## src/rtl/div_ctrl_pkg.sv

```systemverilog
// Shared types and constants for the RV64M divide sequencer.
// Decode, execute and div_ctrl all use this package.
package div_ctrl_pkg;

    localparam int                XLEN        = 64;
    localparam int                CNT_W       = 7;
    localparam logic [CNT_W-1:0]  DIV_ITERS_W = 7'd32;
    localparam logic [CNT_W-1:0]  DIV_ITERS_D = 7'd64;

    typedef struct packed {
        logic is_w;
        logic is_rem;
        logic is_unsigned;
    } div_op_t;

    typedef enum logic [1:0] {IDLE, PREP, CALC, FIX} div_state_t;

    typedef enum logic [1:0] {SPC_NONE, SPC_DIVZ, SPC_OVF} div_special_t;

    function automatic logic [XLEN-1:0] sext32(input logic [XLEN-1:0] v);
        return {{32{v[31]}}, v[31:0]};
    endfunction

    // Sign restore, RISC-V corner-case results and W-form sign extension.
    function automatic logic [XLEN-1:0] fix_result(
        input div_op_t         op,
        input div_special_t    spc,
        input logic [XLEN-1:0] a,
        input logic [XLEN-1:0] quot,
        input logic [XLEN-1:0] rem,
        input logic            neg_a,
        input logic            neg_b
    );
        logic [XLEN-1:0] q;
        logic [XLEN-1:0] r;
        logic [XLEN-1:0] res;
        case (spc)
            SPC_DIVZ: begin
                q = '1;
                r = a;
            end
            SPC_OVF: begin
                q = a;
                r = '0;
            end
            default: begin
                q = (neg_a ^ neg_b) ? -quot : quot;
                r = neg_a ? -rem : rem;
            end
        endcase
        res = op.is_rem ? r : q;
        return op.is_w ? sext32(res) : res;
    endfunction

endpackage

```

## src/rtl/div_ctrl_if.sv

```systemverilog
// Request/response bundle between the execute stage and the divide sequencer.
interface div_ctrl_if;
    import div_ctrl_pkg::*;

    logic            in_valid;
    div_op_t         in_op;
    logic [XLEN-1:0] in_a;
    logic [XLEN-1:0] in_b;
    logic            flush;
    logic            in_ready;
    logic            busy;
    logic            out_valid;
    logic [XLEN-1:0] out_result;

    modport master (
        output in_valid, in_op, in_a, in_b, flush,
        input  in_ready, busy, out_valid, out_result
    );

    modport slave (
        input  in_valid, in_op, in_a, in_b, flush,
        output in_ready, busy, out_valid, out_result
    );

endinterface

```

## src/rtl/div_ctrl_core.sv

```systemverilog
// Restoring unsigned divider, one quotient bit per clock, MSB-first from bit iters-1.
// The start cycle already produces the first bit, so done rises after exactly iters edges.
module div_ctrl_core
    import div_ctrl_pkg::*;
(
    input  logic             clk,
    input  logic             reset,
    input  logic             i_start,
    input  logic             i_abort,
    input  logic [CNT_W-1:0] i_iters,
    input  logic [XLEN-1:0]  i_dividend,
    input  logic [XLEN-1:0]  i_divisor,
    output logic [XLEN-1:0]  o_quot,
    output logic [XLEN-1:0]  o_rem,
    output logic             o_done
);

    logic [XLEN-1:0]  r_rem;
    logic [XLEN-1:0]  r_quot;
    logic [XLEN-1:0]  r_dvd;
    logic [XLEN-1:0]  r_dvs;
    logic [CNT_W-1:0] r_count;
    logic             r_done;

    logic [CNT_W-1:0] w_shamt;
    logic [XLEN-1:0]  w_src_rem;
    logic [XLEN-1:0]  w_src_quot;
    logic [XLEN-1:0]  w_src_dvd;
    logic [XLEN-1:0]  w_src_dvs;
    logic [CNT_W-1:0] w_src_cnt;
    logic [XLEN:0]    w_trial;
    logic [XLEN-1:0]  w_diff;
    logic             w_fits;
    logic             w_step;

    // NOTE: every always_comb output gets a default first so no path leaves it unassigned (no latch).
    always_comb begin
        w_shamt    = CNT_W'(XLEN) - i_iters;
        w_src_rem  = r_rem;
        w_src_quot = r_quot;
        w_src_dvd  = r_dvd;
        w_src_dvs  = r_dvs;
        w_src_cnt  = r_count;
        if (i_start) begin
            w_src_rem  = '0;
            w_src_quot = '0;
            w_src_dvd  = i_dividend << w_shamt;
            w_src_dvs  = i_divisor;
            w_src_cnt  = i_iters;
        end
        w_trial = {w_src_rem, w_src_dvd[XLEN-1]};
        w_fits  = (w_trial >= {1'b0, w_src_dvs});
        // Only used when the divisor fits, so the true difference is below 2^XLEN.
        w_diff  = w_trial[XLEN-1:0] - w_src_dvs;
        w_step  = i_start || (r_count != '0);
    end

    // NOTE: sequential state uses non-blocking assignments so all registers update from pre-edge values.
    always_ff @(posedge clk or posedge reset) begin
        if (reset) begin
            r_rem   <= '0;
            r_quot  <= '0;
            r_dvd   <= '0;
            r_dvs   <= '0;
            r_count <= '0;
            r_done  <= 1'b0;
        end else if (i_abort) begin
            r_count <= '0;
            r_done  <= 1'b0;
        end else if (w_step) begin
            r_rem   <= w_fits ? w_diff : w_trial[XLEN-1:0];
            r_quot  <= {w_src_quot[XLEN-2:0], w_fits};
            r_dvd   <= {w_src_dvd[XLEN-2:0], 1'b0};
            r_dvs   <= w_src_dvs;
            r_count <= w_src_cnt - CNT_W'(1);
            r_done  <= (w_src_cnt == CNT_W'(1));
        end else begin
            r_done  <= 1'b0;
        end
    end

    assign o_quot = r_quot;
    assign o_rem  = r_rem;
    assign o_done = r_done;

endmodule

```

## src/rtl/div_ctrl.sv

```systemverilog
// RV64M divide sequencer: operand capture, sign handling, corner cases and result timing
// around an iterative unsigned divider core.
module div_ctrl
    import div_ctrl_pkg::*;
#(
    parameter logic [CNT_W-1:0] W_ITERS = DIV_ITERS_W,
    parameter logic [CNT_W-1:0] D_ITERS = DIV_ITERS_D
) (
    input  logic       clk,
    input  logic       reset,
    div_ctrl_if.slave  bus
);

    div_state_t      r_state;
    div_state_t      w_next;
    div_op_t         r_op;
    logic [XLEN-1:0] r_a;
    logic [XLEN-1:0] r_b;
    logic [XLEN-1:0] r_out_result;

    logic            w_accept;
    logic [XLEN-1:0] w_a_ext;
    logic [XLEN-1:0] w_b_ext;
    logic [XLEN-1:0] w_min;
    div_special_t    w_spc_in;
    logic            w_neg_a;
    logic            w_neg_b;
    logic [XLEN-1:0] w_mag_a;
    logic [XLEN-1:0] w_mag_b;
    logic            w_core_done;
    logic [XLEN-1:0] w_quot;
    logic [XLEN-1:0] w_rem;
    logic [XLEN-1:0] w_fix_result;
    logic            w_load_out;

    assign w_accept = (r_state == IDLE) && bus.in_valid && !bus.flush;

    // Bring W operands up to 64 bits and classify the request before it is latched.
    always_comb begin
        w_a_ext = bus.in_a;
        w_b_ext = bus.in_b;
        w_min   = {1'b1, {(XLEN-1){1'b0}}};
        if (bus.in_op.is_w) begin
            w_a_ext = bus.in_op.is_unsigned ? {32'b0, bus.in_a[31:0]} : sext32(bus.in_a);
            w_b_ext = bus.in_op.is_unsigned ? {32'b0, bus.in_b[31:0]} : sext32(bus.in_b);
            w_min   = {{33{1'b1}}, 31'b0};
        end
        w_spc_in = SPC_NONE;
        if (w_b_ext == '0) begin
            w_spc_in = SPC_DIVZ;
        end else if (!bus.in_op.is_unsigned && (w_b_ext == '1) && (w_a_ext == w_min)) begin
            w_spc_in = SPC_OVF;
        end
    end

    assign w_neg_a = !r_op.is_unsigned && r_a[XLEN-1];
    assign w_neg_b = !r_op.is_unsigned && r_b[XLEN-1];
    assign w_mag_a = w_neg_a ? -r_a : r_a;
    assign w_mag_b = w_neg_b ? -r_b : r_b;

    div_ctrl_core u_core (
        .clk        (clk),
        .reset      (reset),
        .i_start    (r_state == PREP),
        .i_abort    (bus.flush),
        .i_iters    (r_op.is_w ? W_ITERS : D_ITERS),
        .i_dividend (w_mag_a),
        .i_divisor  (w_mag_b),
        .o_quot     (w_quot),
        .o_rem      (w_rem),
        .o_done     (w_core_done)
    );

    always_comb begin
        w_next = r_state;
        case (r_state)
            IDLE:    if (w_accept) w_next = (w_spc_in == SPC_NONE) ? PREP : FIX;
            PREP:    w_next = CALC;
            CALC:    if (w_core_done) w_next = FIX;
            FIX:     w_next = IDLE;
            default: w_next = IDLE;
        endcase
        if (bus.flush) w_next = IDLE;
    end

    // Special cases resolve from the live request; iterated ops from the latched operands.
    always_comb begin
        if (r_state == IDLE) begin
            w_fix_result = fix_result(bus.in_op, w_spc_in, w_a_ext, '0, '0, 1'b0, 1'b0);
        end else begin
            w_fix_result = fix_result(r_op, SPC_NONE, r_a, w_quot, w_rem, w_neg_a, w_neg_b);
        end
        w_load_out = (w_next == FIX) && (r_state != FIX);
    end

    always_ff @(posedge clk or posedge reset) begin
        if (reset) begin
            r_state <= IDLE;
        end else begin
            r_state <= w_next;
        end
    end

    always_ff @(posedge clk or posedge reset) begin
        if (reset) begin
            r_op         <= '0;
            r_a          <= '0;
            r_b          <= '0;
            r_out_result <= '0;
        end else begin
            if (w_accept) begin
                r_op <= bus.in_op;
                r_a  <= w_a_ext;
                r_b  <= w_b_ext;
            end
            if (w_load_out) begin
                r_out_result <= w_fix_result;
            end
        end
    end

    assign bus.in_ready   = (r_state == IDLE);
    assign bus.busy       = (r_state != IDLE);
    assign bus.out_valid  = (r_state == FIX) && !bus.flush;
    assign bus.out_result = r_out_result;

endmodule
```

## src/flat_wrapper.sv

```systemverilog
// flat-port wrapper written by rule: the top's interface ports become plain ports
module div_ctrl_flat import div_ctrl_pkg::*;
#(
    parameter logic [CNT_W-1:0] W_ITERS = DIV_ITERS_W,
    parameter logic [CNT_W-1:0] D_ITERS = DIV_ITERS_D
)
  (clk, reset, bus_in_valid, bus_in_op, bus_in_a, bus_in_b, bus_flush, bus_in_ready, bus_busy, bus_out_valid, bus_out_result);
  div_ctrl_if bus_i ();
  input  logic clk;
  input  logic reset;
  input wire logic [$bits(bus_i.in_valid)-1:0] bus_in_valid;
  input wire logic [$bits(bus_i.in_op)-1:0] bus_in_op;
  input wire logic [$bits(bus_i.in_a)-1:0] bus_in_a;
  input wire logic [$bits(bus_i.in_b)-1:0] bus_in_b;
  input wire logic [$bits(bus_i.flush)-1:0] bus_flush;
  output wire logic [$bits(bus_i.in_ready)-1:0] bus_in_ready;
  output wire logic [$bits(bus_i.busy)-1:0] bus_busy;
  output wire logic [$bits(bus_i.out_valid)-1:0] bus_out_valid;
  output wire logic [$bits(bus_i.out_result)-1:0] bus_out_result;
  assign bus_i.in_valid = bus_in_valid;
  assign bus_i.in_op = bus_in_op;
  assign bus_i.in_a = bus_in_a;
  assign bus_i.in_b = bus_in_b;
  assign bus_i.flush = bus_flush;
  assign bus_in_ready = bus_i.in_ready;
  assign bus_busy = bus_i.busy;
  assign bus_out_valid = bus_i.out_valid;
  assign bus_out_result = bus_i.out_result;
  div_ctrl #(.W_ITERS(W_ITERS), .D_ITERS(D_ITERS)) u_core (.clk(clk), .reset(reset), .bus(bus_i));
endmodule
```

## config.mk

```make
export PLATFORM = sky130hd
export DESIGN_NAME = div_ctrl_flat
export DESIGN_NICKNAME = d
export VERILOG_FILES = /design/src/rtl/div_ctrl_pkg.sv /design/src/rtl/div_ctrl_if.sv /design/src/rtl/div_ctrl_core.sv /design/src/rtl/div_ctrl.sv /design/src/flat_wrapper.sv
export SDC_FILE = /design/constraint.sdc
export NUM_CORES = 2
export LEC_CHECK = 0
export ABC_AREA = 1
export CORE_MARGIN = 2
export CORE_UTILIZATION = 62
export DETAILED_ROUTE_END_ITERATION = 8
export GPL_ROUTABILITY_DRIVEN = 0
export PLACE_DENSITY = 0.82
export SYNTH_ARGS = -nofsm -noshare
export SYNTH_HDL_FRONTEND = slang
export SYNTH_SLANG_ARGS = --single-unit
```

## constraint.sdc

```tcl
create_clock -name clk -period 20.4 [get_ports clk]
set_clock_uncertainty 0.05 [all_clocks]
set_input_delay 2.04 -clock clk [delete_from_list [all_inputs] [get_ports clk]]
set_output_delay 2.04 -clock clk [all_outputs]
set_load 0.03 [all_outputs]
```

### Word-level counts from Yosys, hierarchy flattened

Index checks and enable logic that the tools add are counted.
W data, S select, Z words.

| word-level totals | value |
|---|---|
| output and inout bits | 67 |
| word-level logic and storage cells | 87 |
| register bits | 460 |
| input bits | 135 |

| operators by class | value |
|---|---|
| eq/ne operators | 10 |
| shift operators | 1 |
| mux-type cells | 34 |
| order comparisons | 1 |
| $add $sub $neg | 7 |
| reduce and logical (&&, ||, !) cells | 19 |
| bitwise gates (word level) | 2 |

Operators by type and width:

| kind | count |
|---|---|
| $mux W64 | 18 |
| $neg A64 Y64 | 4 |
| $pmux W64 S2 | 1 |
| $mux W63 | 2 |
| $ge A65 B64 Y1 | 1 |
| $eq A64 B64 Y1 | 1 |
| $eq A64 B64 Y1 const B | 1 |
| $logic_not A64 Y1 | 1 |
| $shl A64 B7 Y64 | 1 |
| $sub A64 B64 Y64 | 1 |
| $mux W7 | 4 |
| $mux W2 | 6 |
| $eq A2 B2 Y1 const B | 4 |
| $logic_and A1 B1 Y1 | 8 |
| $pmux W2 S4 | 1 |
| $eq A7 B1 Y1 const B | 1 |
| $reduce_bool A7 Y1 | 1 |
| $sub A7 B1 Y7 const B | 1 |
| $sub A7 B7 Y7 const A | 1 |
| $eq A2 B1 Y1 const B | 2 |
| $logic_not A2 Y1 | 2 |
| $reduce_bool A2 Y1 | 2 |
| $logic_not A1 Y1 | 3 |
| $mux W1 | 2 |
| 5 further kinds | 5 |

### Logic depth before layout (Yosys ltp)

| logic depth | value |
|---|---|
| depth after elaboration | 14 |
| mapped depth | 29 |
| mapped depth without buffers | 28 |

### Modules after synthesis

A second synthesis with hierarchy kept.

| unflattened totals | value |
|---|---|
| cells, all modules | 6994 |
| area total of the unflattened synthesis | 41043.1 sq um |

Modules (own cells, without submodules):

| module | cells each | sequential area each (sq um) | area an instance (sq um) | times used |
|---|---|---|---|---|
| div_ctrl_core | 3690 | 6581.3 | 22198.8 | 1 |
| div_ctrl | 3304 | 4929.7 | 18844.3 | 1 |

### Worst setup path before layout

OpenSTA, ideal clock, no wires.

| path | value |
|---|---|
| path kind | in2out |
| start point | in bus_flush |
| end point | out bus_out_valid |
| stages on the path | 1 |
| arrival | 2.453 ns |
| data required time | 18.310 ns |
| buffers on the path | 0 |
| slack | 15.857 ns |
| cell sequence | nor2_1 |

| between the ends | value |
|---|---|
| word-level cells in the longest chain between the ends | 2 |

RTL lines:

| element | line | RTL |
|---|---|---|
| from (decl) | flat_wrapper.sv:15 | `input wire logic [$bits(bus_i.flush)-1:0] bus_flush;` |
| $logic_not A1 Y1 | div_ctrl.sv:124 | `assign bus.out_valid = (r_state == FIX) && !bus.flush;` |
| $logic_and A1 B1 Y1 | div_ctrl.sv:124 |  |
| to (decl) | flat_wrapper.sv:18 | `output wire logic [$bits(bus_i.out_valid)-1:0] bus_out_valid;` |

No other way between the ends.

### Final worst setup path

| path | value |
|---|---|
| start point | reg u_core.r_state[1] |
| end point | reg u_core.u_core.r_rem[54] (netlist: u_core.u_core.o_rem[54]) |

| between the ends | value |
|---|---|
| word-level cells in the longest chain between the ends | 4 |
| elaborated cells between the ends (all ways) | 9 |
| classes of those cells | add/sub: 1; order compare: 1; eq/ne: 1; mux: 4; reduce/logical: 2 |

RTL lines:

| element | line | RTL |
|---|---|---|
| from (decl) | div_ctrl.sv:14 | `div_state_t r_state;` |
| from (signal assigned) | div_ctrl.sv:100 | `r_state <= w_next;` |
| $eq A2 B1 Y1 (*) | div_ctrl.sv:64 | `.i_start (r_state == PREP),` |
| $mux W64 | div_ctrl_core.sv:44 | `if (i_start) begin` |
| $sub A64 B64 Y64 / $ge A65 B64 Y1 (equally long branches) | div_ctrl_core.sv:54, div_ctrl_core.sv:52 |  |
| $mux W64 | div_ctrl_core.sv:71 | `r_rem <= w_fits ? w_diff : w_trial[XLEN-1:0];` |
| to (signal assigned) | div_ctrl_core.sv:71 |  |
| to (decl) | div_ctrl_core.sv:18 | `logic [XLEN-1:0] r_rem;` |

Mark *: on every way between the ends. The rest lies on a longest branch, timed or not.
A chain may end at the register's enable or synchronous reset.

==> run summary <==
Outcome: finished, violations left
Violated checks: DRC
First-pass GRT wire length: 211 mm
CTS tree: done
Root buffer cell: clkbuf_16
Register area: 11500 um2
Cell taking the most area after synthesis: dfrtp_1
Seq/Total Area, Yosys: 31.9%
DIE AREA: 60100 um2
Drt drc: 4
Share of layout cells above drive strength 1: 2.64%
Fin nets: 6122
Crit path launch type: flip-flop
Number of setup violations in the final report: 0
Dpl hpwl: 102 mm
Hold_buf cts: 0
Io pins: 202
Row cnt: 88
Initial Util: 62.6%
Fin. max-slew vios: 0
Post-synthesis instance area: 36100 um2
Worst Setup End Kind: flip-flop
Ys Warns: 0
Initial DRC Count: 6879
Initial antenna violation count: 3
Worst r2r path cells: 23
Critical-path maximum fanout: 63
Clock latency on the worst-skew pair: 0.63 ns
Synthesized area per cell: 6.12 um2
CTS resizes: 0
WL final: 138 mm
Post-DRT Antenna Nets: 0
Most frequent cells after synthesis: 1808 x nand2_1, 862 x nor2_1, 620 x nand3_1
Synth cell types: 47
Avg WL per Cell: 20.5 um
Htree depth: 2
Final setup TNS: 0 ns
Post-synth top flop: dfrtp_1
CTS clk-pin slew, worst paths: 0.06 ns
Overall routing resource usage: 45.2%
Post-CTS Setup Bufs: 0
Fin. Hold Viols: 0
Arr. time, crit path: 7.05 ns
Routed via count: 41.4k
Cts bufs inserted: 52
Global route overflow: 0
Req. time, crit path: 20.86 ns
FF-to-FF Start: u_core.r_state[1]
Flop2flop setup slack: 13.81 ns
PortBufs: 201
Post-synth top area share: 31.9%
Largest net degree at the start of global routing: 145
DIE WIDTH: 245 um
Multi-input logic area: 21500 um2
Hold Path Class: flip-flop to flip-flop
Clock Path Buffers: 3
WHS Endpoint: u_core.bus.out_result[14]
Pre-Repair DR Iteration Count: 9
Fillcell total: 5190
Synth area leaders: dfrtp_1 32%, nand2_1 19%, nor2_1 9.0%
Vias/cell: 6.16
Hold path depth: 2
Hold Crit Start: u_core.bus.out_result[14]
Syn Nets: 6103
Fmax achieved: 152 MHz
Vias in the first global route: 37.5k
Kind of critical path: flip-flop to flip-flop
Die Span Y: 245 um
Crit path time final: 6.59 ns
Reg2reg end: u_core.u_core.o_rem[54]
Ys async rst share: 100%
Core ar.: 57600 um2
Post-synthesis register bit count: 460
Count leader, synth: nand2_1
Post-synth EDFFs: 0
Slew Limit Headroom: 11.4%
RSZ-0062 raised after global routing: false
Sink Count: 460
Worst-margin pin slew: 1.32 ns
Crit share post-route: 32.3%
Mapped Cells: 5893
Max Cap Viol: 0
Area delta synth->final: 11.2%
==> registers in the layout, indices dropped and copies added (netlist names), 3 cells and up <==
name                   count
u_core.bus.out_result     64
u_core.r_a                64
u_core.r_b                64
u_core.r_op                3
u_core.u_core.o_quot      64
u_core.u_core.o_rem       64
u_core.u_core.r_count      7
u_core.u_core.r_dvd       63
u_core.u_core.r_dvs       64
==> how the worst max path moves through the flow <==
stage	startpoint	cells after the start	end
6_report	u_core.r_state[1]	23	u_core.u_core.o_rem[54]
5_1_grt	u_core.r_state[1]	23	u_core.u_core.o_rem[54]
4_1_cts	u_core.r_state[1]	23	u_core.u_core.o_rem[51]
3_5_place_dp	bus_in_op[2]	14	u_core.bus.out_result[32]
3_3_place_gp	bus_in_op[2]	14	u_core.bus.out_result[32]
2_1_floorplan	reset	1	u_core.bus.out_result[0]
==> metrics by stage <==
step	area [um2]	setup WS (ns)	hold WS, ns	util (%)	std cells
after floorplan	36100	5.48	0.391	-	5893
final	40100	13.81	0.420	69.7	6718
after detailed placement	38200	13.86	0.408	66.4	6623
after global placement	38200	14.07	0.403	66.4	6623
after global routing	40100	13.33	0.446	69.6	6716
after CTS	40100	14.12	0.422	69.6	6716
==> cell usage in the layout, fill, tap and decap left out, types with 7 or more instances in the layout <==
cell and n:
a22oi_1 33, o31ai_1 14, clkdlybuf4s50_1 201, inv_1 520
or2_2 13, a31oi_1 38, nand3_1 619, nand2_1 1807
xor2_1 87, clkinv_2 10, nor4_1 18, clkbuf_8 10
dfrtp_1 459, o21ai_0 595, nand3b_1 13, nor3_1 54
bufinv_16 9, ha_1 72, a221oi_1 8, clkbuf_16 53
xnor2_1 23, nor2_1 858, clkbuf_1 7, o211ai_1 29
buf_4 31, a21oi_1 194, o21ai_1 8, nand4_1 102
==> kinds of logic (layout without fill, tap and decap cells) <==
group                      count (synthesis)  after routing  share of synthesized area [%]
and+or+nand+nor                         3500           3500                           40.0
AOI/OAI and AO/OA                        952            952                           14.2
buffers and inverters                    796            854                           8.63
DFF                                      460            460                           31.9
xor gates and xnor gates                 110            110                           2.67
adders and majority gates                 75             75                           2.62
other                                      0              2                              0
==> routing by layer <==
layer / vias up / GRT usage, % / part of all wire [%]
met2: 2802 / 65.4 / 41
met4: 4 / 26.2 / 7.0
met1: 18800 / 59.6 / 38
met3: 552 / 14.2 / 14
li1: 19227 / - / -
met5: - / 0 / 0.020
==> critical path: stages (launching register included) <==
cell     delay, ns
dfrtp_1       0.40
inv_1         0.13
ha_4          0.62
nand2_1       0.60
inv_1         0.89
nand3_1       0.15
nand3_1       0.25
inv_1         0.08
ha_1          0.29
o21ai_2       0.27
nand2_1       0.07
nand2_1       0.16
nand2_1       0.07
nand2_1       0.14
nand2_1       0.07
nand2_1       0.09
nand2_1       0.10
nand3_1       0.12
nand2_2       0.43
nand2_1       0.49
buf_4         0.51
nand2_2       0.22
nor2_1        0.14
nor2_1        0.07
==> layout make-up <==
class	instances	share of cell area (%)
multi-input cells	4637	53.6
flip-flops and latches	460	28.7
repair buffers	233	5.65
inverters	528	5.00
clock buffers	70	3.72
well taps	765	2.39
clock inverters	23	0.917
diodes	2	0.0125
Power is left out: the tool's default activity adds up to more than one toggle a clock period on the data nets, which glitch-free logic cannot reach.
